[src/rtl/heap_pkg.sv]
// Shared definitions for the heap arbiter: opcodes, null constants, default width
// and the ALLOC/FREE pairing test used when fusion is built in.
package heap_pkg;

   localparam int DATA_SZ_DEF = 16;

   typedef enum logic [1:0] {
      OP_ALLOC = 2'b00,
      OP_FREE  = 2'b01,
      OP_READ  = 2'b10,
      OP_WRITE = 2'b11
   } op_e;

   typedef enum logic {
      PRIO_A = 1'b0,
      PRIO_B = 1'b1
   } prio_e;

   localparam logic [DATA_SZ_DEF-1:0] UNDEF = {DATA_SZ_DEF{1'b0}};
   localparam logic [DATA_SZ_DEF-1:0] NIL   = {DATA_SZ_DEF{1'b0}};

   // True when one head allocates and the other frees, in either order.
   function automatic logic is_fuse_pair(input logic [1:0] op_x, input logic [1:0] op_y);
      is_fuse_pair = ((op_x == OP_ALLOC) && (op_y == OP_FREE)) ||
                     ((op_x == OP_FREE)  && (op_y == OP_ALLOC));
   endfunction

endpackage

[src/rtl/req_fifo.sv]
// Per-client request queue: DEPTH entries (power of two) of DW bits, with full/empty flags.
module req_fifo #(
   parameter int DW    = 34,
   parameter int DEPTH = 2
) (
   input  logic          i_clk,
   input  logic          i_rst_n,
   input  logic          i_push,
   input  logic          i_pop,
   input  logic [DW-1:0] i_data,
   output logic [DW-1:0] o_data,
   output logic          o_full,
   output logic          o_empty
);
   localparam int AW = (DEPTH > 1) ? $clog2(DEPTH) : 1;

   logic [DW-1:0] r_mem [DEPTH];
   logic [AW:0]   r_wptr;
   logic [AW:0]   r_rptr;
   logic          w_push_ok;
   logic          w_pop_ok;

   assign o_empty   = (r_wptr == r_rptr);
   assign o_full    = (r_wptr[AW] != r_rptr[AW]) && (r_wptr[AW-1:0] == r_rptr[AW-1:0]);
   assign w_push_ok = i_push & ~o_full;
   assign w_pop_ok  = i_pop & ~o_empty;
   assign o_data    = r_mem[r_rptr[AW-1:0]];

   // Storage and pointer update; the extra pointer bit separates full from empty.
   always_ff @(posedge i_clk or negedge i_rst_n) begin
      if (!i_rst_n) begin
         r_wptr <= {(AW+1){1'b0}};
         r_rptr <= {(AW+1){1'b0}};
         for (int i = 0; i < DEPTH; i++) begin
            r_mem[i] <= {DW{1'b0}};
         end
      end else begin
         if (w_push_ok) begin
            r_mem[r_wptr[AW-1:0]] <= i_data;
            r_wptr <= r_wptr + {{AW{1'b0}}, 1'b1};
         end
         if (w_pop_ok) begin
            r_rptr <= r_rptr + {{AW{1'b0}}, 1'b1};
         end
      end
   end

endmodule

[src/rtl/heap_arb.sv]
// Two-client heap allocator front end: request queues, round-robin issue, registered response.
// Define HEAP_ARB_FUSE_EN to issue an ALLOC head and a FREE head together in one cycle.
module heap_arb
   import heap_pkg::*;
#(
   parameter int DATA_SZ    = DATA_SZ_DEF,
   parameter int FIFO_DEPTH = 2
) (
   input  logic               i_clk,
   input  logic               i_rst_n,
   input  logic               i_a_valid,
   output logic               o_a_ready,
   input  logic [1:0]         i_a_op,
   input  logic [DATA_SZ-1:0] i_a_arg0,
   input  logic [DATA_SZ-1:0] i_a_arg1,
   output logic               o_a_rvalid,
   output logic [DATA_SZ-1:0] o_a_rdata,
   input  logic               i_b_valid,
   output logic               o_b_ready,
   input  logic [1:0]         i_b_op,
   input  logic [DATA_SZ-1:0] i_b_arg0,
   input  logic [DATA_SZ-1:0] i_b_arg1,
   output logic               o_b_rvalid,
   output logic [DATA_SZ-1:0] o_b_rdata,
   output logic               o_alloc,
   output logic [DATA_SZ-1:0] o_data,
   output logic               o_free,
   output logic [DATA_SZ-1:0] o_faddr,
   output logic               o_wr,
   output logic [DATA_SZ-1:0] o_waddr,
   output logic [DATA_SZ-1:0] o_wdata,
   output logic               o_rd,
   output logic [DATA_SZ-1:0] o_raddr,
   input  logic [DATA_SZ-1:0] i_addr,
   input  logic [DATA_SZ-1:0] i_rdata,
   input  logic               i_err,
   output logic               o_err
);
   localparam int EW = 2 + 2 * DATA_SZ;

   logic [EW-1:0]      w_a_entry;
   logic [EW-1:0]      w_b_entry;
   logic               w_a_full;
   logic               w_a_empty;
   logic               w_b_full;
   logic               w_b_empty;
   logic               w_a_push;
   logic               w_b_push;
   logic               w_issue_ok;
   logic               w_a_head;
   logic               w_b_head;
   logic               w_fuse;
   logic               w_a_go;
   logic               w_b_go;
   logic [1:0]         w_a_op;
   logic [1:0]         w_b_op;
   logic [1:0]         w_s_op;
   logic [DATA_SZ-1:0] w_a_arg0;
   logic [DATA_SZ-1:0] w_a_arg1;
   logic [DATA_SZ-1:0] w_b_arg0;
   logic [DATA_SZ-1:0] w_b_arg1;
   logic [DATA_SZ-1:0] w_s_arg0;
   logic [DATA_SZ-1:0] w_s_arg1;
   logic               w_a_rv;
   logic               w_b_rv;

   logic               r_err;
   prio_e              r_prio;
   logic               r_a_rv;
   logic               r_b_rv;
   logic [1:0]         r_a_tag;
   logic [1:0]         r_b_tag;

   // Response word chosen by the op that was issued in the previous cycle.
   function automatic logic [DATA_SZ-1:0] resp_data(input logic [1:0] tag,
                                                    input logic [DATA_SZ-1:0] addr,
                                                    input logic [DATA_SZ-1:0] rdata);
      case (tag)
         OP_ALLOC: resp_data = addr;
         OP_READ:  resp_data = rdata;
         default:  resp_data = DATA_SZ'(UNDEF);
      endcase
   endfunction

   assign o_a_ready = i_rst_n & ~w_a_full & ~r_err;
   assign o_b_ready = i_rst_n & ~w_b_full & ~r_err;
   assign w_a_push  = i_a_valid & o_a_ready;
   assign w_b_push  = i_b_valid & o_b_ready;

   req_fifo #(.DW(EW), .DEPTH(FIFO_DEPTH)) u_fifo_a (
      .i_clk   (i_clk),
      .i_rst_n (i_rst_n),
      .i_push  (w_a_push),
      .i_pop   (w_a_go),
      .i_data  ({i_a_op, i_a_arg0, i_a_arg1}),
      .o_data  (w_a_entry),
      .o_full  (w_a_full),
      .o_empty (w_a_empty)
   );

   req_fifo #(.DW(EW), .DEPTH(FIFO_DEPTH)) u_fifo_b (
      .i_clk   (i_clk),
      .i_rst_n (i_rst_n),
      .i_push  (w_b_push),
      .i_pop   (w_b_go),
      .i_data  ({i_b_op, i_b_arg0, i_b_arg1}),
      .o_data  (w_b_entry),
      .o_full  (w_b_full),
      .o_empty (w_b_empty)
   );

   assign w_a_op   = w_a_entry[EW-1 -: 2];
   assign w_a_arg0 = w_a_entry[2*DATA_SZ-1 -: DATA_SZ];
   assign w_a_arg1 = w_a_entry[DATA_SZ-1:0];
   assign w_b_op   = w_b_entry[EW-1 -: 2];
   assign w_b_arg0 = w_b_entry[2*DATA_SZ-1 -: DATA_SZ];
   assign w_b_arg1 = w_b_entry[DATA_SZ-1:0];

   // An error cycle blocks issue immediately, before the halt flag is registered.
   assign w_issue_ok = ~r_err & ~i_err;
   assign w_a_head   = ~w_a_empty & w_issue_ok;
   assign w_b_head   = ~w_b_empty & w_issue_ok;

`ifdef HEAP_ARB_FUSE_EN
   assign w_fuse = w_a_head & w_b_head & is_fuse_pair(w_a_op, w_b_op);
`else
   assign w_fuse = 1'b0;
`endif

   // Grant selection: fused pair, round-robin on contention, else the lone head.
   always_comb begin
      w_a_go = 1'b0;
      w_b_go = 1'b0;
      if (w_fuse) begin
         w_a_go = 1'b1;
         w_b_go = 1'b1;
      end else if (w_a_head && w_b_head) begin
         if (r_prio == PRIO_A) begin
            w_a_go = 1'b1;
         end else begin
            w_b_go = 1'b1;
         end
      end else if (w_a_head) begin
         w_a_go = 1'b1;
      end else if (w_b_head) begin
         w_b_go = 1'b1;
      end else begin
         w_a_go = 1'b0;
      end
   end

   // Head of the single granted client (meaningless while fused or idle).
   always_comb begin
      w_s_op   = w_a_op;
      w_s_arg0 = w_a_arg0;
      w_s_arg1 = w_a_arg1;
      if (w_b_go && !w_a_go) begin
         w_s_op   = w_b_op;
         w_s_arg0 = w_b_arg0;
         w_s_arg1 = w_b_arg1;
      end else begin
         w_s_op   = w_a_op;
      end
   end

   // Allocator port drive; everything not used by this cycle's op stays at zero.
   always_comb begin
      o_alloc = 1'b0;
      o_data  = {DATA_SZ{1'b0}};
      o_free  = 1'b0;
      o_faddr = {DATA_SZ{1'b0}};
      o_wr    = 1'b0;
      o_waddr = {DATA_SZ{1'b0}};
      o_wdata = {DATA_SZ{1'b0}};
      o_rd    = 1'b0;
      o_raddr = {DATA_SZ{1'b0}};
      if (w_fuse) begin
         o_alloc = 1'b1;
         o_free  = 1'b1;
         if (w_a_op == OP_ALLOC) begin
            o_data  = w_a_arg0;
            o_faddr = w_b_arg0;
         end else begin
            o_data  = w_b_arg0;
            o_faddr = w_a_arg0;
         end
      end else if (w_a_go || w_b_go) begin
         case (w_s_op)
            OP_ALLOC: begin
               o_alloc = 1'b1;
               o_data  = w_s_arg0;
            end
            OP_FREE: begin
               o_free  = 1'b1;
               o_faddr = w_s_arg0;
            end
            OP_READ: begin
               o_rd    = 1'b1;
               o_raddr = w_s_arg0;
            end
            OP_WRITE: begin
               o_wr    = 1'b1;
               o_waddr = w_s_arg0;
               o_wdata = w_s_arg1;
            end
            default: o_alloc = 1'b0;
         endcase
      end else begin
         o_alloc = 1'b0;
      end
   end

   // Halt flag, priority pointer and per-client response tags.
   always_ff @(posedge i_clk or negedge i_rst_n) begin
      if (!i_rst_n) begin
         r_err   <= 1'b0;
         r_prio  <= PRIO_A;
         r_a_rv  <= 1'b0;
         r_b_rv  <= 1'b0;
         r_a_tag <= 2'b00;
         r_b_tag <= 2'b00;
      end else begin
         r_err   <= r_err | i_err;
         r_a_rv  <= w_a_go;
         r_b_rv  <= w_b_go;
         r_a_tag <= w_a_go ? w_a_op : 2'b00;
         r_b_tag <= w_b_go ? w_b_op : 2'b00;
         if (w_fuse) begin
            r_prio <= r_prio;
         end else if (w_a_go) begin
            r_prio <= PRIO_B;
         end else if (w_b_go) begin
            r_prio <= PRIO_A;
         end else begin
            r_prio <= r_prio;
         end
      end
   end

   // An allocator error in the response cycle swallows that cycle's responses.
   assign w_a_rv     = r_a_rv & ~i_err;
   assign w_b_rv     = r_b_rv & ~i_err;
   assign o_a_rvalid = w_a_rv;
   assign o_b_rvalid = w_b_rv;
   assign o_a_rdata  = w_a_rv ? resp_data(r_a_tag, i_addr, i_rdata) : {DATA_SZ{1'b0}};
   assign o_b_rdata  = w_b_rv ? resp_data(r_b_tag, i_addr, i_rdata) : {DATA_SZ{1'b0}};
   assign o_err      = r_err;

endmodule

[config.mk]
export PLATFORM = sky130hd
export DESIGN_NAME = heap_arb
export DESIGN_NICKNAME = d
export VERILOG_FILES = /design/src/rtl/heap_pkg.sv /design/src/rtl/req_fifo.sv /design/src/rtl/heap_arb.sv
export SDC_FILE = /design/constraint.sdc
export NUM_CORES = 1
export LEC_CHECK = 0
export ABC_AREA = 1
export CAP_MARGIN = 25
export CORE_MARGIN = 2
export CORE_UTILIZATION = 40
export CTS_CLUSTER_DIAMETER = 100
export DETAILED_ROUTE_END_ITERATION = 10
export DONT_BUFFER_PORTS = 1
export GPL_ROUTABILITY_DRIVEN = 0
export GPL_TIMING_DRIVEN = 0
export HOLD_SLACK_MARGIN = 0.06
export PLACE_DENSITY_LB_ADDON = 0.05
export SYNTH_ARGS = -nofsm -noshare
export SYNTH_HDL_FRONTEND = slang
export SYNTH_HIERARCHICAL = 1
export SYNTH_SLANG_ARGS = --single-unit
[constraint.sdc]
create_clock -name i_clk -period 2.6 [get_ports i_clk]
set_clock_uncertainty 0.15 [all_clocks]
set_input_delay 0.52 -clock i_clk [delete_from_list [all_inputs] [get_ports i_clk]]
set_output_delay 0.52 -clock i_clk [all_outputs]
set_load 0.01 [all_outputs]
==> impl_metrics.json, run 1 <==
{
  "synth-seq-cells": 152,
  "power_switching_mw": 1.40,
  "synthXorXnorAreaFrac_pct": 0.196,
  "end_kind": "output pin",
  "grt_overflow_total": 0,
  "ys_seq_area_share_pct": 42.5,
  "track_usage_pct": 26.4,
  "yosys.area_share.adder_pct": 0,
  "synth_top_family_by_area": "simple AND/OR/NAND/NOR gates",
  "yosysWarnings": 6,
  "status": "finished with violations",
  "critPathMaxFanout": 6,
  "drt_iter0_drc": 610,
  "rsz0062_at_grt": "true",
  "synthSimpleGateAreaFrac_pct": 43.2,
  "ant_nets": 0,
  "clk_pin_slew_worst_paths_ps": 70,
  "hpwl_um": 21600,
  "arrival_ps": 2270,
  "ir_drop_v": 0.000472,
  "multiInputGateArea_mm2": 0.00505,
  "fill_cells": 2169,
  "setup_viol": 84,
  "tightest_slew_ps": 562,
  "layout-drive-gt1-share_pct": 23.4,
  "avgSynthCellArea_um2": 7.03,
  "power_mw": 5.51,
  "vias": 8739,
  "dr.pass1.iters": 5,
  "final_common_cell": "nand2_1",
  "relSlewSlack_pct": 62.6,
  "mostFrequentLayoutCells": "557 x nand2_1, 149 x dfrtp_1, 142 x nand4_1, 94 x inv_1, 77 x nor2_4",
  "drc_errors": 0,
  "final-hold-violation-count": 152,
  "synth_cells": 1275,
  "fmax_mhz": 340,
  "ios": 226,
  "p_per_area_mw_per_mm2": 478,
  "cts_root_buf": "clkbuf_16",
  "cp.required_ps": 1930,
  "fin_nets": 1449,
  "p_leak_nw": 5.90,
  "worstSetupPathType": "reg -> out",
  "finalMaxSlewViolations": 0,
  "fp.dieW_um": 154,
  "muxShareOfSynthArea_pct": 0,
  "pwr-share-comb_pct": 8.5,
  "antenna_cells": 0,
  "grt_max_degree": 154,
  "switching_share_pct": 25.4,
  "worstSkewPairLatency_ps": 430,
  "fp-row-count": 54,
  "wl_per_cell_um": 19.0,
  "grt_first_pass_wirelength_um": 48800,
  "grt_pass1_vias": 8478,
  "coreArea_mm2": 0.0219,
  "area_delta_synth_final_pct": 28.6,
  "p_seq_share_pct": 45.1,
  "synth_compound_area_share_pct": 3.97,
  "dieArea_mm2": 0.0236,
  "fin_crit_sh_pct": 113,
  "internal_power_mw": 4.11,
  "numCtsBuffers": 17,
  "initial_core_util_pct": 40.9,
  "drt-vias-per-instance": 5.34,
  "portBuffers": 0,
  "drv_cap": 0,
  "final_util_pct": 52.6,
  "power.share.clock_pct": 46.4,
  "start_kind": "flip-flop",
  "placedInstanceArea_mm2": 0.00931,
  "clock_path_buffers": 2,
  "fp.dieH_um": 154,
  "post-route-min-period_ps": 2940,
  "violations": "negative hold slack, negative setup slack",
  "hp-class": "in -> async",
  "hold_ws_ps": -367,
  "pre_cts_slack_ps": -752,
  "tritoncts": "built",
  "wl_um": 31100,
  "fin_area_mm2": 0.0115,
  "synth_nets": 1380,
  "antenna_found_initial": 0,
  "clock_sinks": 152,
  "ys_types": 30,
  "setup_ws_ps": -340,
  "netlist_area_mm2": 0.00896,
  "regArea_mm2": 0.00381,
  "htree_levels": 4
}
[Yosys cell counts, drive strengths merged]
| library cell | n | area share, % |
|---|---|---|
| or2 | 18 | 1.3 |
| o21ai | 17 | 1.5 |
| nand3 | 15 | 2.1 |
| o22ai | 32 | 2.2 |
| dfrtp | 152 | 42 |
| nand4 | 142 | 9.9 |
| and2 | 2 | 0.14 |
| xor2 | 2 | 0.20 |
| inv | 114 | 4.8 |
| buf | 49 | 3.6 |
| nor2 | 115 | 5.5 |
| clkbuf | 41 | 1.7 |
| nand2 | 572 | 24 |
| nor3 | 2 | 0.11 |
| a21oi | 2 | 0.24 |
[sequential cells by signal (all words and copies together) (netlist names)]
name / cells
r_a_tag: 2
r_b_rv: 1
r_b_tag: 2
u_fifo_b/r_wptr: 2
u_fifo_b/r_rptr: 2
r_prio: 1
r_a_rv: 1
u_fifo_b/r_mem: 68
u_fifo_a/r_mem: 68
o_err: 1
u_fifo_a/r_rptr: 2
u_fifo_a/r_wptr: 2
[kinds of logic (layout without fill, tap and decap cells)]
logic type,Yosys count,after routing
xor+xnor,2,2
flops,152,152
buf+inv,204,285
simple gates,866,867
compound gates,51,51
[area by class of cell]
class / count / area share (%)
well taps: 280 / 3.04
inverters: 114 / 4.00
clock buffers: 20 / 3.88
repair buffers: 53 / 5.11
plain buffers: 86 / 5.82
flip-flops and latches: 152 / 33.0
clock inverters: 12 / 1.31
multi-input cells: 920 / 43.8
[final timing paths]
path / from / endpoint / slack (ps) / depth (start not counted)
min reg2reg: u_fifo_b/r_mem[17] / u_fifo_b/r_mem[17] / 320 / 2
min: i_rst_n / u_fifo_b/r_mem[57] / -370 / 0
max reg2reg: u_fifo_b/r_rptr[0] / u_fifo_b/r_mem[25] / 140 / 13
max: u_fifo_a/r_rptr[0] / o_raddr[8] / -340 / 12
min in group i_clk: i_a_arg1[6] / u_fifo_a/r_mem[40] / 80 / 2
max in group asynchronous: i_rst_n / u_fifo_a/r_mem[65] / 2430 / 0
[critical path, cell delays in order (launching register included)]
cell and delay (ps):
dfrtp_1 400, buf_6 140, nand2_4 50, nand2_4 80
nand3_4 90, inv_2 70, inv_2 50, nand2_4 90
nand3_4 170, clkbuf_8 220, or2_4 240, o21ai_4 140
nor2_2 110
[power by group through the flow]
stage | combinational, mW | clock (mW) | sequential, mW
2_1_floorplan | 0.274 | 0 | 2.51
3_3_place_gp | 0.377 | 0 | 2.52
3_5_place_dp | 0.382 | 0 | 2.52
4_1_cts | 0.462 | 2.61 | 2.48
5_1_grt | 0.521 | 2.70 | 2.49
6_report | 0.470 | 2.56 | 2.48
[metal layers]
layer | vias to the layer above | track usage (%) | wire length (um)
met5 | - | 0 | 0
met4 | 0 | 6.77 | 540
li1 | 4220 | - | -
met3 | 28 | 6.45 | 2310
met1 | 4190 | 34.8 | 13100
met2 | 301 | 43.9 | 15100
[per-stage QoR]
stage,cells,setup TNS (ps)
floorplan,1275,0
global placement,1555,-109860
detailed placement,1555,-114800
CTS,1636,-25370
global route,1637,-35200
finish,1637,-25220
[timing repair]
item	CTS	global route
hold endpoints to repair	152	152
gates resized for setup	289	28
gates cloned	4	2
setup endpoints to repair	246	258
setup buffers	47	5
pin swaps	59	17
Note: power is estimated with default switching activity, not from simulation.
==> inputs of run 2 (changes only) <==
--- a/config.mk
+++ b/config.mk
@@ -20,3 +20,4 @@
 export SYNTH_HDL_FRONTEND = slang
 export SYNTH_HIERARCHICAL = 1
 export SYNTH_SLANG_ARGS = --single-unit
+export TNS_END_PERCENT = 50
==> constraint.sdc (replaced) <==
create_clock -name i_clk -period 2.6 [get_ports i_clk]
set_clock_uncertainty 0.15 [all_clocks]
set_input_delay 0.52 -clock i_clk [delete_from_list [all_inputs] [get_ports i_clk]]
set_output_delay 0.52 -clock i_clk [all_outputs]
set_load 0.02 [all_outputs]
==> run 2 against run 1 <==
Against the previous run:
- the flow still finishes with violations (negative hold slack, negative setup slack)
- clock power is 3% lower
- critical path depth is 2 higher
- worst setup slack worse by 220 ps
- register-to-register slack got worse by 420 ps
- critical path type unchanged
- critical endpoint is now o_waddr[5]
- largest cell class unchanged
==> impl_metrics.json, run 2 (synthesis gave the netlist of run 1 again) <==
{
  "wl_per_cell_um": 19.2,
  "final_common_cell": "nand2_1",
  "critPathMaxFanout": 5,
  "final-hold-violation-count": 152,
  "setup_viol": 158,
  "dieArea_mm2": 0.0236,
  "grt_overflow_total": 0,
  "drv_cap": 0,
  "status": "finished with violations",
  "fp.dieW_um": 154,
  "final_util_pct": 56.8,
  "wl_um": 32300,
  "arrival_ps": 2490,
  "grt_first_pass_wirelength_um": 49300,
  "ir_drop_v": 0.000432,
  "portBuffers": 0,
  "clock_sinks": 152,
  "p_per_area_mw_per_mm2": 447,
  "setup_ws_ps": -560,
  "clk_pin_slew_worst_paths_ps": 60,
  "numCtsBuffers": 17,
  "drc_errors": 0,
  "htree_levels": 4,
  "antenna_cells": 0,
  "initial_core_util_pct": 40.9,
  "reg2reg_depth": 12,
  "fin_crit_sh_pct": 122,
  "ios": 226,
  "antenna_found_initial": 0,
  "hpwl_um": 21500,
  "fp-row-count": 54,
  "reg2reg_slack_ps": -280,
  "fp.dieH_um": 154,
  "grt_max_degree": 154,
  "switching_share_pct": 26.0,
  "rsz0062_at_grt": "true",
  "dr.pass1.iters": 5,
  "tightest_slew_ps": 821,
  "violations": "negative hold slack, negative setup slack",
  "drt-vias-per-instance": 5.29,
  "power_mw": 5.56,
  "pwr-share-comb_pct": 10.6,
  "power.share.clock_pct": 44.8,
  "placedInstanceArea_mm2": 0.00932,
  "cts_root_buf": "clkbuf_16",
  "clock_path_buffers": 2,
  "drt_iter0_drc": 615,
  "area_delta_synth_final_pct": 38.9,
  "top_regs": "u_fifo_a/r_mem: 68 flops, u_fifo_b/r_mem: 68 flops",
  "tritoncts": "built",
  "start_kind": "flip-flop",
  "cp.required_ps": 1930,
  "fin_nets": 1493,
  "power_switching_mw": 1.44,
  "fill_cells": 2031,
  "regToRegStartpoint": "u_fifo_a/r_rptr[1]",
  "hp-class": "in -> async",
  "fmax_mhz": 316,
  "vias": 8890,
  "p_leak_nw": 6.27,
  "hold_ws_ps": -367,
  "ant_nets": 0,
  "fin_area_mm2": 0.0124,
  "track_usage_pct": 26.5,
  "finalMaxSlewViolations": 0,
  "internal_power_mw": 4.12,
  "worstSkewPairLatency_ps": 430,
  "end_kind": "output pin",
  "pre_cts_slack_ps": -742,
  "grt_pass1_vias": 8697,
  "worstSetupPathType": "reg -> out",
  "layout-drive-gt1-share_pct": 27.8,
  "relSlewSlack_pct": 45.3,
  "rr_endpoint": "u_fifo_a/r_mem[27]",
  "mostFrequentLayoutCells": "549 x nand2_1, 149 x dfrtp_1, 142 x nand4_1, 91 x inv_1, 89 x nor2_4",
  "post-route-min-period_ps": 3160,
  "coreArea_mm2": 0.0219,
  "p_seq_share_pct": 44.6
}
run 2: cell types whose count changed in the layout (fill, tap and decap cells not counted), sizes merged:
cell	previous run	this run
bufinv	3	2
inv	114	109
buf	99	148
clkbuf	59	55
clkinvlp	5	11
clkinv	4	3
run 2: worst max path at each step:
stage | slack, ps | from | cells after the start | end
after floorplan | -10 | u_fifo_b/r_rptr[0] | 12 | o_faddr[10]
after global placement | -700 | u_fifo_b/r_rptr[0] | 10 | o_data[15]
after detailed placement | -740 | u_fifo_b/r_rptr[0] | 10 | o_data[15]
after CTS | -480 | u_fifo_b/r_rptr[0] | 14 | o_faddr[8]
after global routing | -700 | u_fifo_b/r_rptr[0] | 11 | o_faddr[6]
final | -560 | u_fifo_b/r_rptr[0] | 14 | o_waddr[5]
run 2: repair_timing:
item	in CTS	in global routing
endpoints found under the hold margin	152	152
pin swaps	42	57
buffers inserted	73	22
setup endpoints to repair	246	248
cloned	6	4
resized for setup	311	99
run 2: power groups by stage:
| stage | Combinational, mW | Sequential (mW) | Clock (mW) |
|---|---|---|---|
| finish | 0.588 | 2.48 | 2.49 |
| global route | 0.638 | 2.49 | 2.61 |
| CTS | 0.515 | 2.48 | 2.54 |
| detailed placement | 0.381 | 2.52 | 0 |
| global placement | 0.376 | 2.52 | 0 |
| floorplan | 0.274 | 2.51 | 0 |
run 2: layout make-up:
cell class | instances | area [um2] | area share [%]
Multi-Input combinational cell | 920 | 5230 | 42.0
Timing Repair Buffer | 97 | 1340 | 10.8
Inverter | 114 | 479 | 3.85
Sequential cell | 152 | 3810 | 30.6
Tap cell | 280 | 350 | 2.82
Clock buffer | 21 | 460 | 3.70
Buffer | 86 | 654 | 5.26
Clock inverter | 11 | 124 | 0.995
run 2: per-layer routing:
| layer | wire, um | part of all wire [%] | global-route usage (%) | up-vias |
|---|---|---|---|---|
| met5 | 0 | 0 | 0 | - |
| met4 | 792 | 2.5 | 8.87 | 0 |
| met3 | 2200 | 6.8 | 5.47 | 44 |
| met2 | 15700 | 49 | 44.0 | 322 |
| met1 | 13600 | 42 | 34.8 | 4229 |
| li1 | - | - | - | 4295 |
run 2: stage by stage:
step | hold slack (ps) | setup TNS, ps | std cells
final | -367 | -52000 | 1681
after global routing | -375 | -79720 | 1681
after CTS | -379 | -59430 | 1666
after detailed placement | 82.4 | -95720 | 1555
after global placement | 83.1 | -92910 | 1555
after floorplan | 74.4 | -295 | 1275
run 2: critical path, stage by stage (launching register included):
cell        delay [ps]
dfrtp_1            410
buf_6              150
nand2_4             50
nand2_4             80
nand3_4             80
inv_4               70
clkinvlp_4         150
nand3_4            190
nand2_2            100
nand2_4             90
nand3_4            110
buf_12             160
buf_12             130
buf_16             140
nor2_4             150
